$ cat src/rtl/instr_fetch.sv
// instr_fetch: program counter, instruction-memory request/response tracking and
// an in-order buffer of fetched instructions feeding decode.
// Optional build macro FETCH_MISALIGN_EN: a misaligned redirect traps into HALT
// and raises MisalignErr. Without it, redirect targets are forced word-aligned.
//
// Handshakes (valid/ready semantics):
//   imem   : a request transfers on ImemReq & ImemGnt. ImemAddr stays stable while
//            ImemReq=1 and ImemGnt=0. Responses (ImemRvalid) come back in request
//            order, at least one cycle after their grant.
//   decode : an instruction transfers on InstrValid & DecodeReady. Instr/PCF/PCPlus4
//            stay stable while InstrValid=1 and DecodeReady=0, unless PCSrc flushes.
module instr_fetch #(
  parameter logic [31:0] RESET_PC        = 32'h0000_0000,
  parameter int          FIFO_DEPTH      = 2,
  parameter int          MAX_OUTSTANDING = 2
) (
  input  logic        clk,
  input  logic        rst_n,
  input  logic        PCSrc,
  input  logic [31:0] PCTarget,
  input  logic        DecodeReady,
  output logic        InstrValid,
  output logic [31:0] Instr,
  output logic [31:0] PCF,
  output logic [31:0] PCPlus4,
  output logic        ImemReq,
  output logic [31:0] ImemAddr,
  input  logic        ImemGnt,
  input  logic        ImemRvalid,
  input  logic [31:0] ImemRdata,
`ifdef FETCH_MISALIGN_EN
  output logic        MisalignErr,
`endif
  output logic [1:0]  dbg_state_o
);

  localparam int          PW  = $clog2(FIFO_DEPTH);
  localparam int          CW  = $clog2(FIFO_DEPTH + 1);
  localparam logic [31:0] NOP = 32'h0000_0013;

  typedef enum logic [1:0] {
    ST_IDLE = 2'd0,
    ST_RUN  = 2'd1
`ifdef FETCH_MISALIGN_EN
    , ST_HALT = 2'd2
`endif
  } state_e;

  state_e        state_q;
  logic [31:0]   pc_q;
  logic [CW-1:0] out_q;      // granted requests whose response has not arrived
  logic [CW-1:0] drop_q;     // responses still to be discarded after a redirect
  logic [CW-1:0] cnt_q;      // buffered instructions
  logic [PW-1:0] aq_wr_q, aq_rd_q;
  logic [PW-1:0] fifo_wr_q, fifo_rd_q;

  // Address queue holds the PC of every in-flight request; it never exceeds
  // MAX_OUTSTANDING <= FIFO_DEPTH entries, so FIFO_DEPTH slots suffice.
  logic [31:0] aq_mem     [FIFO_DEPTH];
  logic [31:0] fifo_pc    [FIFO_DEPTH];
  logic [31:0] fifo_instr [FIFO_DEPTH];

  logic [31:0]   target;
  logic          grant, resp, push, pop;
  logic [CW-1:0] out_d;
  logic [CW:0]   credit_used;

`ifdef FETCH_MISALIGN_EN
  logic misalign;
  assign target   = PCTarget;
  assign misalign = (PCTarget[1:0] != 2'b00);
`else
  logic [1:0] unused_target_lsbs;
  assign unused_target_lsbs = PCTarget[1:0];
  assign target             = {PCTarget[31:2], 2'b00};
`endif

  // A slot is reserved in the buffer for every request at issue time, so a
  // response can always be pushed without a full check.
  assign credit_used = {1'b0, out_q} + {1'b0, cnt_q};
  assign ImemReq     = (state_q == ST_RUN) &&
                       (credit_used < (CW+1)'(FIFO_DEPTH)) &&
                       (out_q < CW'(MAX_OUTSTANDING)) &&
                       !PCSrc;
  assign ImemAddr    = pc_q;

  assign grant = ImemReq & ImemGnt;
  // A response with nothing outstanding (e.g. a request lost to reset) is ignored.
  assign resp  = ImemRvalid && (out_q != '0);
  // Stale words (drop>0), words arriving in HALT or during a redirect are discarded.
  assign push  = resp && (drop_q == '0) && (state_q == ST_RUN) && !PCSrc;
  assign pop   = InstrValid & DecodeReady;
  assign out_d = out_q + CW'(grant) - CW'(resp);

  assign InstrValid  = (cnt_q != '0);
  assign Instr       = InstrValid ? fifo_instr[fifo_rd_q] : NOP;
  assign PCF         = InstrValid ? fifo_pc[fifo_rd_q] : 32'h0000_0000;
  assign PCPlus4     = PCF + 32'd4;
  assign dbg_state_o = state_q;
`ifdef FETCH_MISALIGN_EN
  assign MisalignErr = (state_q == ST_HALT);
`endif

  // Control state: FSM, PC, request accounting and buffer pointers.
  always_ff @(posedge clk or negedge rst_n) begin
    if (!rst_n) begin
      state_q   <= ST_IDLE;
      pc_q      <= RESET_PC;
      out_q     <= '0;
      drop_q    <= '0;
      cnt_q     <= '0;
      aq_wr_q   <= '0;
      aq_rd_q   <= '0;
      fifo_wr_q <= '0;
      fifo_rd_q <= '0;
    end else begin
      out_q <= out_d;
      if (grant) aq_wr_q <= aq_wr_q + PW'(1);
      if (resp)  aq_rd_q <= aq_rd_q + PW'(1);
      if (PCSrc) begin
        // Everything still in flight after this edge belongs to the old path.
        pc_q      <= target;
        drop_q    <= out_d;
        cnt_q     <= '0;
        fifo_wr_q <= '0;
        fifo_rd_q <= '0;
`ifdef FETCH_MISALIGN_EN
        state_q   <= misalign ? ST_HALT : ST_RUN;
`else
        state_q   <= ST_RUN;
`endif
      end else begin
        if (grant) pc_q <= pc_q + 32'd4;
        if (resp && (drop_q != '0)) drop_q <= drop_q - CW'(1);
        cnt_q <= cnt_q + CW'(push) - CW'(pop);
        if (push) fifo_wr_q <= fifo_wr_q + PW'(1);
        if (pop)  fifo_rd_q <= fifo_rd_q + PW'(1);
        if (state_q == ST_IDLE) state_q <= ST_RUN;
      end
    end
  end

  // Storage arrays: request PCs and fetched {pc, instr} entries.
  always_ff @(posedge clk) begin
    if (grant) aq_mem[aq_wr_q] <= pc_q;
    if (push) begin
      fifo_pc[fifo_wr_q]    <= aq_mem[aq_rd_q];
      fifo_instr[fifo_wr_q] <= ImemRdata;
    end
  end

endmodule
$ cat config.mk
export PLATFORM = sky130hd
export DESIGN_NAME = instr_fetch
export DESIGN_NICKNAME = d
export VERILOG_FILES = /design/src/rtl/instr_fetch.sv
export SDC_FILE = /design/constraint.sdc
export NUM_CORES = 1
export LEC_CHECK = 0
export BUFFER_PORTS_ARGS = -buffer_cell sky130_fd_sc_hd__buf_2
export CORE_UTILIZATION = 55
export CTS_CLUSTER_DIAMETER = 120
export DETAILED_ROUTE_END_ITERATION = 16
export PLACE_DENSITY = 0.88
export SETUP_SLACK_MARGIN = 0.05
export SLEW_MARGIN = 25
export SYNTH_ARGS = -nofsm -noshare
export SYNTH_HDL_FRONTEND = slang
export SYNTH_SLANG_ARGS = --single-unit
$ cat constraint.sdc
create_clock -name clk -period 5.4 [get_ports clk]
set_input_delay 0 -clock clk [delete_from_list [all_inputs] [get_ports clk]]
set_output_delay 0 -clock clk [all_outputs]
set_load 0.02 [all_outputs]
==> results of run 1 <==
[placed cells by master, fill, tap and decap left out, types with 4 or more instances in the layout]
master         count
a21oi_1            5
and2_1             6
and3_1             9
buf_2            191
buf_4              7
bufinv_16          4
clkbuf_16         24
conb_1             8
dfrtp_1           40
dlygate4sd3_1     65
edfxtp_1         184
ha_1               7
inv_1             12
mux2_2            35
mux2i_1           59
nand2_1           53
nand3_1           25
nand3b_1           6
nand4_1           10
nor2_1            65
nor2b_1            5
nor3_1            15
nor4_1            14
o21ai_0           24
o311ai_0           4
xnor2_1           27
xor2_1            28
[stage by stage]
step	utilization, %	setup slack [ns]	hold WS (ns)
2_1_floorplan	-	1.43	-0.296
3_3_place_gp	63.4	2.24	0.188
3_5_place_dp	63.4	2.14	0.193
4_1_cts	71.7	1.60	0.00150
5_1_grt	71.8	1.37	0.0556
6_report	71.8	1.60	0.0159
[routing by layer]
metal	global-route usage, %	share of wire [%]	vias up
met4	7.72	2.2	0
met2	41.5	50	251
li1	-	-	3171
met3	4.25	6.4	45
met5	0	0	-
met1	31.0	41	3217
[kinds of logic after synthesis]
group / count (synthesis) / synth area share, %
flip-flops: 225 / 65.9
AO/OA/AOI/OAI: 55 / 3.92
adder cells (fa/ha/maj): 8 / 1.08
AND/OR/NAND/NOR: 231 / 11.7
multiplexers: 94 / 9.91
buffers and inverters: 50 / 2.59
other: 2 / 0.0756
XOR/XNOR: 55 / 4.85
[worst paths after layout]
path                                        from  cells after the start  slack, ns                       end
setup / recovery           fifo_rd_q$_DFFE_PN0P_                      7       1.60               PCPlus4[20]
hold / removal                             rst_n                      2       0.02        cnt_q[0]$_DFF_PN0_
setup reg to reg              cnt_q[0]$_DFF_PN0_                     12       2.31     drop_q[1]$_DFFE_PN0P_
hold reg to reg              aq_wr_q$_DFFE_PN0P_                      1       0.55       aq_wr_q$_DFFE_PN0P_
max in group asynchronous                  rst_n                      2       4.96     fifo_rd_q$_DFFE_PN0P_
min in group clk                         ImemGnt                      5       0.04  ImemAddr[29]$_DFFE_PN0P_
[state kept, by name, summed over array words and instances, names as in the netlist]
| name | count |
|---|---|
| aq_rd_q | 1 |
| aq_wr_q | 1 |
| cnt_q | 2 |
| drop_q | 2 |
| ImemAddr | 30 |
| fifo_pc | 60 |
| fifo_instr | 64 |
| out_q | 2 |
| dbg_state_o | 1 |
| fifo_wr_q | 1 |
| fifo_rd_q | 1 |
| aq_mem | 60 |
[power groups by stage]
stage               logic [mW]  registers [mW]  clock network, mW
floorplan                0.879            2.16                  0
global placement          1.20            2.19                  0
detailed placement        1.23            2.20                  0
CTS                       1.28            2.16               1.70
global route              1.38            2.18               1.77
finish                    1.27            2.16               1.66
[area by class of cell]
type,instances,area [sq um]
clock inverter,13,175
sequential,225,6560
fill,1112,4930
timing repair buffer,263,1660
tap,225,282
multi-input combinational,451,3180
inverter,14,55.1
clock buffer,29,639
==> summary.md, run 1 <==
| Metric | Value |
|---|---|
| Outcome | `complete, no violations` |
| Starting Density | `56.9%` |
| CTS Buf Count | `23` |
| Leak pwr | `4.86 nW` |
| Highest clock rate | `263 MHz` |
| Detailed Place HPWL | `14.7 mm` |
| Fin Clk Skew | `0.0123 ns` |
| Final Hold Fails | `0` |
| Setup TNS | `0 ns` |
| Distinct cell type count after synthesis | `60` |
| Post-Syn Area | `0.00994 sq mm` |
| Slew Viols, Final | `0` |
| Tot Pwr | `5.10 mW` |
| Mapped Avg Cell Area | `13.8 sq um` |
| Setup crit end kind | `primary output` |
| Cells along the critical path | `buf_4, nand3_1, a211oi_1, nand2_1, nor4_1, xor2_1, buf_2` |
| Crit path max-delay family | `simple AND/OR/NAND/NOR gates` |
| Fin area | `0.0125 sq mm` |
| Area growth syn-to-layout | `26.2%` |
| Largest net degree at the start of global routing | `70` |
| Area leader, netlist | `edfxtp_1` |
| Post-CTS Setup Bufs | `0` |
| Ys async rst share | `18.2%` |
| Maximum clock path buffer count | `3` |
| Num ports | `202` |
| Initial antenna violation count | `0` |
| Antenna viol nets, final | `0` |
| Layout cells sized above 1 | `29.6%` |
| Hold buffer count at CTS | `65` |
| Detailed Routing Iterations Pass 1 | `5` |
| Gr ovfl total | `0` |
| FF+latch count, synth | `225` |
| Post-synth top area share | `55.6%` |
| Yosys warns | `0` |
| Die Width | `136 um` |
| Row count | `48` |
| CP Class | `reg -> out` |
| Die ar. | `0.0186 sq mm` |
| Net switching power | `1.55 mW` |
| Sequential area share after synthesis | `65.9%` |
| Residual DRC | `0` |
| Clock sink count | `225` |
| Via Count | `6684` |
| Avg Vias per Cell | `5.48` |
| Clock Latency Late Sink | `0.50 ns` |
| Drt total wl | `22.4 mm` |
| RSZ-0062 raised after global routing | `no` |
| CTS resizes | `0` |
| Main synth FF type | `edfxtp_1` |
| Clk network pwr share | `32.6%` |
| Hold/Removal Path Class | `in -> async` |
| Initial DRC Count | `413` |
| Sw frac | `30.4%` |
| Slew @ Worst Pin | `0.967 ns` |
| Flop pwr share | `42.4%` |
| Worst Path Arrival | `3.80 ns` |
| CP required | `5.40 ns` |
| Crit Path Max Fanout | `55` |
| Buf/Inv on CP | `2` |
| Core area | `0.0175 sq mm` |
| Area contributors post-synth | `edfxtp_1 56%, dfrtp_1 10%, mux2i_1 5.9%, mux2_2 4.0%, nor2_1 2.6%` |
| ANT cells | `0` |
| Final Non-Filler Cells | `1220` |
| Worst path slowest cell | `buf_4` |
| WL per Instance | `18.4 um` |
| Reg clk slew, reported paths | `0.06 ns` |
| Internal | `3.55 mW` |
| Placed cell area | `0.0111 sq mm` |
| Slew headroom | `35.4%` |
| Worst path max stage delay | `0.71 ns` |
| Die H | `136 um` |
| Most frequent cells after synthesis | `184 x edfxtp_1, 69 x nor2_1, 59 x mux2i_1` |
| Max VDD drop | `248 uV` |
| CP Launch Type | `flop` |
| Logic pwr share | `25.0%` |
| Number of synthesized flops with an enable pin | `184` |
| Placed Instances | `1113` |
| Final Wtd Congestion | `0.808` |
| Power per cell area | `407 mW/mm^2` |
| First-pass GRT wire length | `34.2 mm` |
| GRT Util Overall | `24.1%` |
| Number of global-route vias before repair | `6625` |
| Syn Inst Count | `720` |
| Root Buffer | `clkbuf_16` |
| Final nets | `1056` |
| Tcrit/Tclk final | `70.4%` |
| Max_cap viols | `0` |
| Top-count cell post-synth | `edfxtp_1` |
| Period minus WS final | `3.80 ns` |
| Final Setup Violations | `0` |
| PortBufs | `192` |
| CTS tree | `done` |
| CTS H-Tree Depth | `1` |
Power figures use the tool's default switching activity.
==> run 2: changes to the inputs <==
--- a/config.mk
+++ b/config.mk
@@ -6,10 +6,10 @@
 export NUM_CORES = 1
 export LEC_CHECK = 0
 export BUFFER_PORTS_ARGS = -buffer_cell sky130_fd_sc_hd__buf_2
-export CORE_UTILIZATION = 55
+export CORE_UTILIZATION = 50
 export CTS_CLUSTER_DIAMETER = 120
 export DETAILED_ROUTE_END_ITERATION = 16
-export PLACE_DENSITY = 0.88
+export PLACE_DENSITY = 0.85
 export SETUP_SLACK_MARGIN = 0.05
 export SLEW_MARGIN = 25
 export SYNTH_ARGS = -nofsm -noshare
==> constraint.sdc (replaced) <==
create_clock -name clk -period 3.2 [get_ports clk]
set_input_delay 0 -clock clk [delete_from_list [all_inputs] [get_ports clk]]
set_output_delay 0 -clock clk [all_outputs]
set_load 0.02 [all_outputs]
==> summary.md, run 2 (synthesis results as in run 1) <==
| Metric | Value |
|---|---|
| Clock Latency Late Sink | `0.51 ns` |
| Setup crit end kind | `primary output` |
| DR top layer | `met4` |
| CP Launch Type | `flop` |
| Leading cell types in the layout, fill and taps excluded | `191 x buf_2, 184 x edfxtp_1, 65 x nor2_1, 65 x dlygate4sd3_1, 59 x mux2i_1` |
| DR WL met2 | `10.8 mm` |
| Slew @ Worst Pin | `0.589 ns` |
| Via Count | `6698` |
| Period minus WS final | `3.09 ns` |
| Detailed Place HPWL | `14.0 mm` |
| ANT cells | `0` |
| CP required | `3.20 ns` |
| Largest net degree at the start of global routing | `63` |
| Leak pwr | `4.92 nW` |
| CTS Buf Count | `24` |
| Reg-to-Reg End | `drop_q[1]$_DFFE_PN0P_` |
| Tot Pwr | `8.61 mW` |
| Residual DRC | `0` |
| FF-to-FF Start | `cnt_q[0]$_DFF_PN0_` |
| Biggest regs | `fifo_instr x64, aq_mem x60, fifo_pc x60` |
| Final Hold Fails | `0` |
| Gr ovfl total | `0` |
| Detailed Routing Iterations Pass 1 | `5` |
| Final Wtd Congestion | `0.844` |
| Area growth syn-to-layout | `28.3%` |
| Most flops, register | `fifo_instr` |
| Hold/Removal Path Class | `in -> reg` |
| Antenna viol nets, final | `0` |
| Power per cell area | `675 mW/mm^2` |
| Worst Path Arrival | `3.09 ns` |
| Max_cap viols | `0` |
| Number of global-route vias before repair | `6621` |
| WL per Instance | `17.4 um` |
| Routed wl met3 | `1.44 mm` |
| Clock sink count | `225` |
| Crit Path Max Fanout | `12` |
| CTS H-Tree Depth | `1` |
| RSZ-0062 raised after global routing | `yes` |
| GRT Util Overall | `21.4%` |
| Final Setup Violations | `0` |
| Slew Viols, Final | `0` |
| Placed Instances | `1161` |
| Core area | `0.0195 sq mm` |
| Slew headroom | `60.8%` |
| Placed cell area | `0.0112 sq mm` |
| Cell count of the worst reg-to-reg path | `12` |
| Row count | `51` |
| Most common cell after layout, fill and taps aside | `buf_2` |
| Hold Path Cell Cnt | `5` |
| Worst path slowest cell | `dfrtp_4` |
| Die Width | `143 um` |
| Worst path max stage delay | `0.59 ns` |
| Outcome | `complete, no violations` |
| Avg Vias per Cell | `5.27` |
| Final Non-Filler Cells | `1271` |
| Cells along the critical path | `mux2_2, nand2_1, inv_1, ha_1, nor4b_4, o2111ai_4, a2111o_1, xnor2_2, buf_2` |
| Initial DRC Count | `388` |
| CTS tree | `done` |
| Highest clock rate | `324 MHz` |
| Largest register FFs | `64` |
| Metal-1 WL | `9.43 mm` |
| Maximum clock path buffer count | `3` |
| Fin Clk Skew | `0.0120 ns` |
| Layout Utilization | `65.5%` |
| Layout cells sized above 1 | `30.5%` |
| Worst Hold Path EP | `ImemAddr[24]$_DFFE_PN0P_` |
| Tcrit/Tclk final | `96.4%` |
| CP Class | `reg -> out` |
| PortBufs | `192` |
| Num ports | `202` |
| Final nets | `1066` |
| Fin area | `0.0128 sq mm` |
| Root Buffer | `clkbuf_16` |
| R2R Setup Slk | `0.41 ns` |
| Worst Hold Launch | `ImemGnt` |
| Max VDD drop | `387 uV` |
| Initial antenna violation count | `0` |
| Starting Density | `51.1%` |
| Die H | `143 um` |
| First-pass GRT wire length | `33.8 mm` |
| Setup TNS | `0 ns` |
| Reg clk slew, reported paths | `0.06 ns` |
| Die ar. | `0.0204 sq mm` |
| Drt total wl | `22.1 mm` |
==> run 2: critical path: cells and delay by family, from the launching register on <==
kind            cells  cell delay, ns
compound gates      2            0.79
flops               1            0.59
simple gates        2            0.35
mux                 1            0.26
buf+inv             2            0.25
fa+ha+maj           1            0.20
xor+xnor            1            0.12
==> run 2: layer usage <==
layer  vias up  global-route usage, %
li1       3180                      -
met1      3215                   28.1
met2       273                   36.7
met3        30                   3.89
met4         0                   5.09
met5         -                      0
==> run 2: cell type report <==
| class | count | area [sq um] |
|---|---|---|
| well taps | 265 | 332 |
| flip-flops and latches | 225 | 6560 |
| repair buffers | 272 | 1760 |
| clock buffers | 34 | 669 |
| clock inverters | 10 | 121 |
| fillers | 1411 | 6710 |
| multi-input cells | 451 | 3260 |
| inverters | 14 | 55.1 |
==> run 2: what timing repair did <==
item / in CTS / in global routing
resized for setup: 5 / 5
hold buffers: 65 / 0
pin swaps: 0 / 1
buffers inserted: 0 / 1
endpoints found under the hold margin: 137 / 0
endpoints found under the setup margin: 3 / 12
==> run 2: worst max-delay path by stage <==
stage,start,to,slack (ns),cells after the start
after floorplan,out_q[1]$_DFF_PN0_,fifo_instr[0][0]$_DFFE_PP_,-0.77,4
after global placement,cnt_q[0]$_DFF_PN0_,drop_q[1]$_DFFE_PN0P_,0.47,12
after detailed placement,cnt_q[0]$_DFF_PN0_,drop_q[1]$_DFFE_PN0P_,0.43,12
after CTS,fifo_rd_q$_DFFE_PN0P_,PCPlus4[18],0.05,7
after global routing,fifo_rd_q$_DFFE_PN0P_,PCPlus4[18],0.002,9
final,fifo_rd_q$_DFFE_PN0P_,PCPlus4[18],0.11,9
==> run 2: power breakdown <==
part	switching [mW]	total (mW)	internal, mW
clock	1.05	2.75	1.69
combinational	1.37	2.23	0.858
sequential	0.196	3.63	3.43
==> run 2: metrics by stage <==
step	worst slack, ns	hold slack, ns
after CTS	0.0517	0.00437
after global placement	0.471	0.183
after global routing	0.00157	0.0687
after detailed placement	0.430	0.191
final	0.114	0.00849
after floorplan	-0.771	-0.296
==> run 3: changes to the inputs <==
--- a/config.mk
+++ b/config.mk
@@ -10,6 +10,7 @@
 export CTS_CLUSTER_DIAMETER = 120
 export DETAILED_ROUTE_END_ITERATION = 16
 export PLACE_DENSITY = 0.85
+export RECOVER_POWER = 25
 export SETUP_SLACK_MARGIN = 0.05
 export SLEW_MARGIN = 25
 export SYNTH_ARGS = -nofsm -noshare
==> summary.md, run 3 (synthesis results as in run 1) <==
| Metric | Value |
|---|---|
| Outcome | `complete, but fails checks` |
| Failing checks | `capacitance limit, slew limit` |
| Setup crit end kind | `primary output` |
| ANT cells | `0` |
| FF-to-FF Start | `cnt_q[0]$_DFF_PN0_` |
| Gr ovfl total | `0` |
| Fin Hold WS | `0.00856 ns` |
| Largest net degree at the start of global routing | `63` |
| Avg Vias per Cell | `5.28` |
| R2R Setup Slk | `0.41 ns` |
| Drt total wl | `22.0 mm` |
| Starting Density | `51.1%` |
| Largest register FFs | `64` |
| Root Buffer | `clkbuf_16` |
| Power per cell area | `675 mW/mm^2` |
| First-pass GRT wire length | `33.8 mm` |
| Die ar. | `0.0204 sq mm` |
| Fin area | `0.0127 sq mm` |
| Hold/Removal Path Class | `in -> reg` |
| Highest clock rate | `324 MHz` |
| Crit Path Max Fanout | `12` |
| Worst Setup Slack, final | `0.116 ns` |
| RSZ-0062 raised after global routing | `yes` |
| GRT Util Overall | `21.4%` |
| Max_cap viols | `1` |
| Area growth syn-to-layout | `28.1%` |
| Layout cells sized above 1 | `28.9%` |
| Die Width | `143 um` |
| WL per Instance | `17.3 um` |
| CP Class | `reg -> out` |
| Max VDD drop | `387 uV` |
| Tot Pwr | `8.60 mW` |
| Slew @ Worst Pin | `2.32 ns` |
| Maximum clock path buffer count | `3` |
| Die H | `143 um` |
| Layout Utilization | `65.4%` |
| DP Worst Slack | `0.430 ns` |
| Antenna viol nets, final | `0` |
| CP required | `3.20 ns` |
| Row count | `51` |
| Residual DRC | `0` |
| Period minus WS final | `3.08 ns` |
| Initial antenna violation count | `0` |
| Final Wtd Congestion | `0.844` |
| Tcrit/Tclk final | `96.4%` |
| Core area | `0.0195 sq mm` |
| Leading cell types in the layout, fill and taps excluded | `184 x edfxtp_1, 175 x buf_2, 65 x nor2_1, 65 x dlygate4sd3_1, 59 x mux2i_1` |
| CTS tree | `done` |
| Via Count | `6705` |
| Clock Latency Late Sink | `0.51 ns` |
| Final nets | `1066` |
| Slew headroom | `-54.8%` |
| CP Launch Type | `flop` |
| Most flops, register | `fifo_instr` |
| Destination of the critical timing path | `PCPlus4[18]` |
| Reg clk slew, reported paths | `0.06 ns` |
| Number of global-route vias before repair | `6621` |
| Worst Path Arrival | `3.08 ns` |
| Placed Instances | `1161` |
| Slew Viols, Final | `42` |
| Num ports | `202` |
| PortBufs | `192` |
| Detailed Place HPWL | `14.0 mm` |
| Fin Clk Skew | `0.0112 ns` |
| Worst Hold Launch | `ImemGnt` |
| CP Launch Point | `fifo_rd_q$_DFFE_PN0P_` |
| Final Setup Violations | `0` |
| Most common cell after layout, fill and taps aside | `edfxtp_1` |
| Clock sink count | `225` |
| CTS Buf Count | `24` |
| Biggest regs | `fifo_instr x64, aq_mem x60, fifo_pc x60` |
| Placed cell area | `0.0112 sq mm` |
| Setup TNS | `0 ns` |
| Cell count of the worst reg-to-reg path | `12` |
| Reg-to-Reg End | `drop_q[1]$_DFFE_PN0P_` |
| Initial DRC Count | `420` |
| Detailed Routing Iterations Pass 1 | `5` |
| CTS H-Tree Depth | `1` |
| Leak pwr | `4.88 nW` |
| Final Non-Filler Cells | `1271` |
| Final Hold Fails | `0` |
==> run 3: changes by cell type in the layout (fill, tap and decap cells not counted) <==
cell      previous run  this run
buf_2              191       175
buf_4               13        12
clkbuf_1             8        24
clkbuf_2             0         1
==> run 3: layer usage <==
metal / track usage (%) / part of all wire [%] / vias to the layer above / routed length [um]
li1: - / - / 3180 / -
met1: 28.1 / 43 / 3220 / 9350
met2: 36.7 / 49 / 273 / 10900
met3: 3.89 / 6.5 / 32 / 1420
met4: 5.09 / 1.6 / 0 / 357
met5: 0 / 0 / - / 0
==> run 3: worst min-delay path by stage <==
| stage | cells past startpoint | end | slack (ns) |
|---|---|---|---|
| finish | 5 | ImemAddr[24]$_DFFE_PN0P_ | 0.009 |
| CTS | 5 | ImemAddr[24]$_DFFE_PN0P_ | 0.004 |
| detailed placement | 1 | ImemAddr[5]$_DFFE_PN0P_ | 0.19 |
| global route | 4 | aq_wr_q$_DFFE_PN0P_ | 0.07 |
| global placement | 1 | ImemAddr[3]$_DFFE_PN0P_ | 0.18 |
| floorplan | 0 | ImemAddr[10]$_DFFE_PN0P_ | -0.30 |
==> run 3: cell type report <==
class | instances | area, sq um
Clock buffer | 34 | 669
Clock inverter | 10 | 121
Fill cell | 1422 | 6730
Inverter | 14 | 55.1
Multi-Input combinational cell | 451 | 3260
Sequential cell | 225 | 6560
Tap cell | 265 | 332
Timing Repair Buffer | 272 | 1740
==> run 3: timing repair <==
action,4_1_cts,5_1_grt
setup endpoints to repair,3,12
hold buffers,65,0
hold endpoints to repair,137,0
setup buffers,0,1
resized for setup,5,5
pin swaps,0,1
==> run 3: where the power goes <==
group          switching, mW  total [mW]  internal, mW  leakage (nW)
clock network           1.05        2.74          1.69         0.387
registers              0.196        3.63          3.43          2.16
logic                   1.38        2.23         0.854          2.33
==> run 3: critical path: stages (launching register included) <==
cell       delay [ns]
dfrtp_4          0.59
mux2_2           0.26
nand2_1          0.06
inv_1            0.07
ha_1             0.20
nor4b_4          0.29
o2111ai_4        0.29
a2111o_1         0.50
xnor2_2          0.12
buf_2            0.18
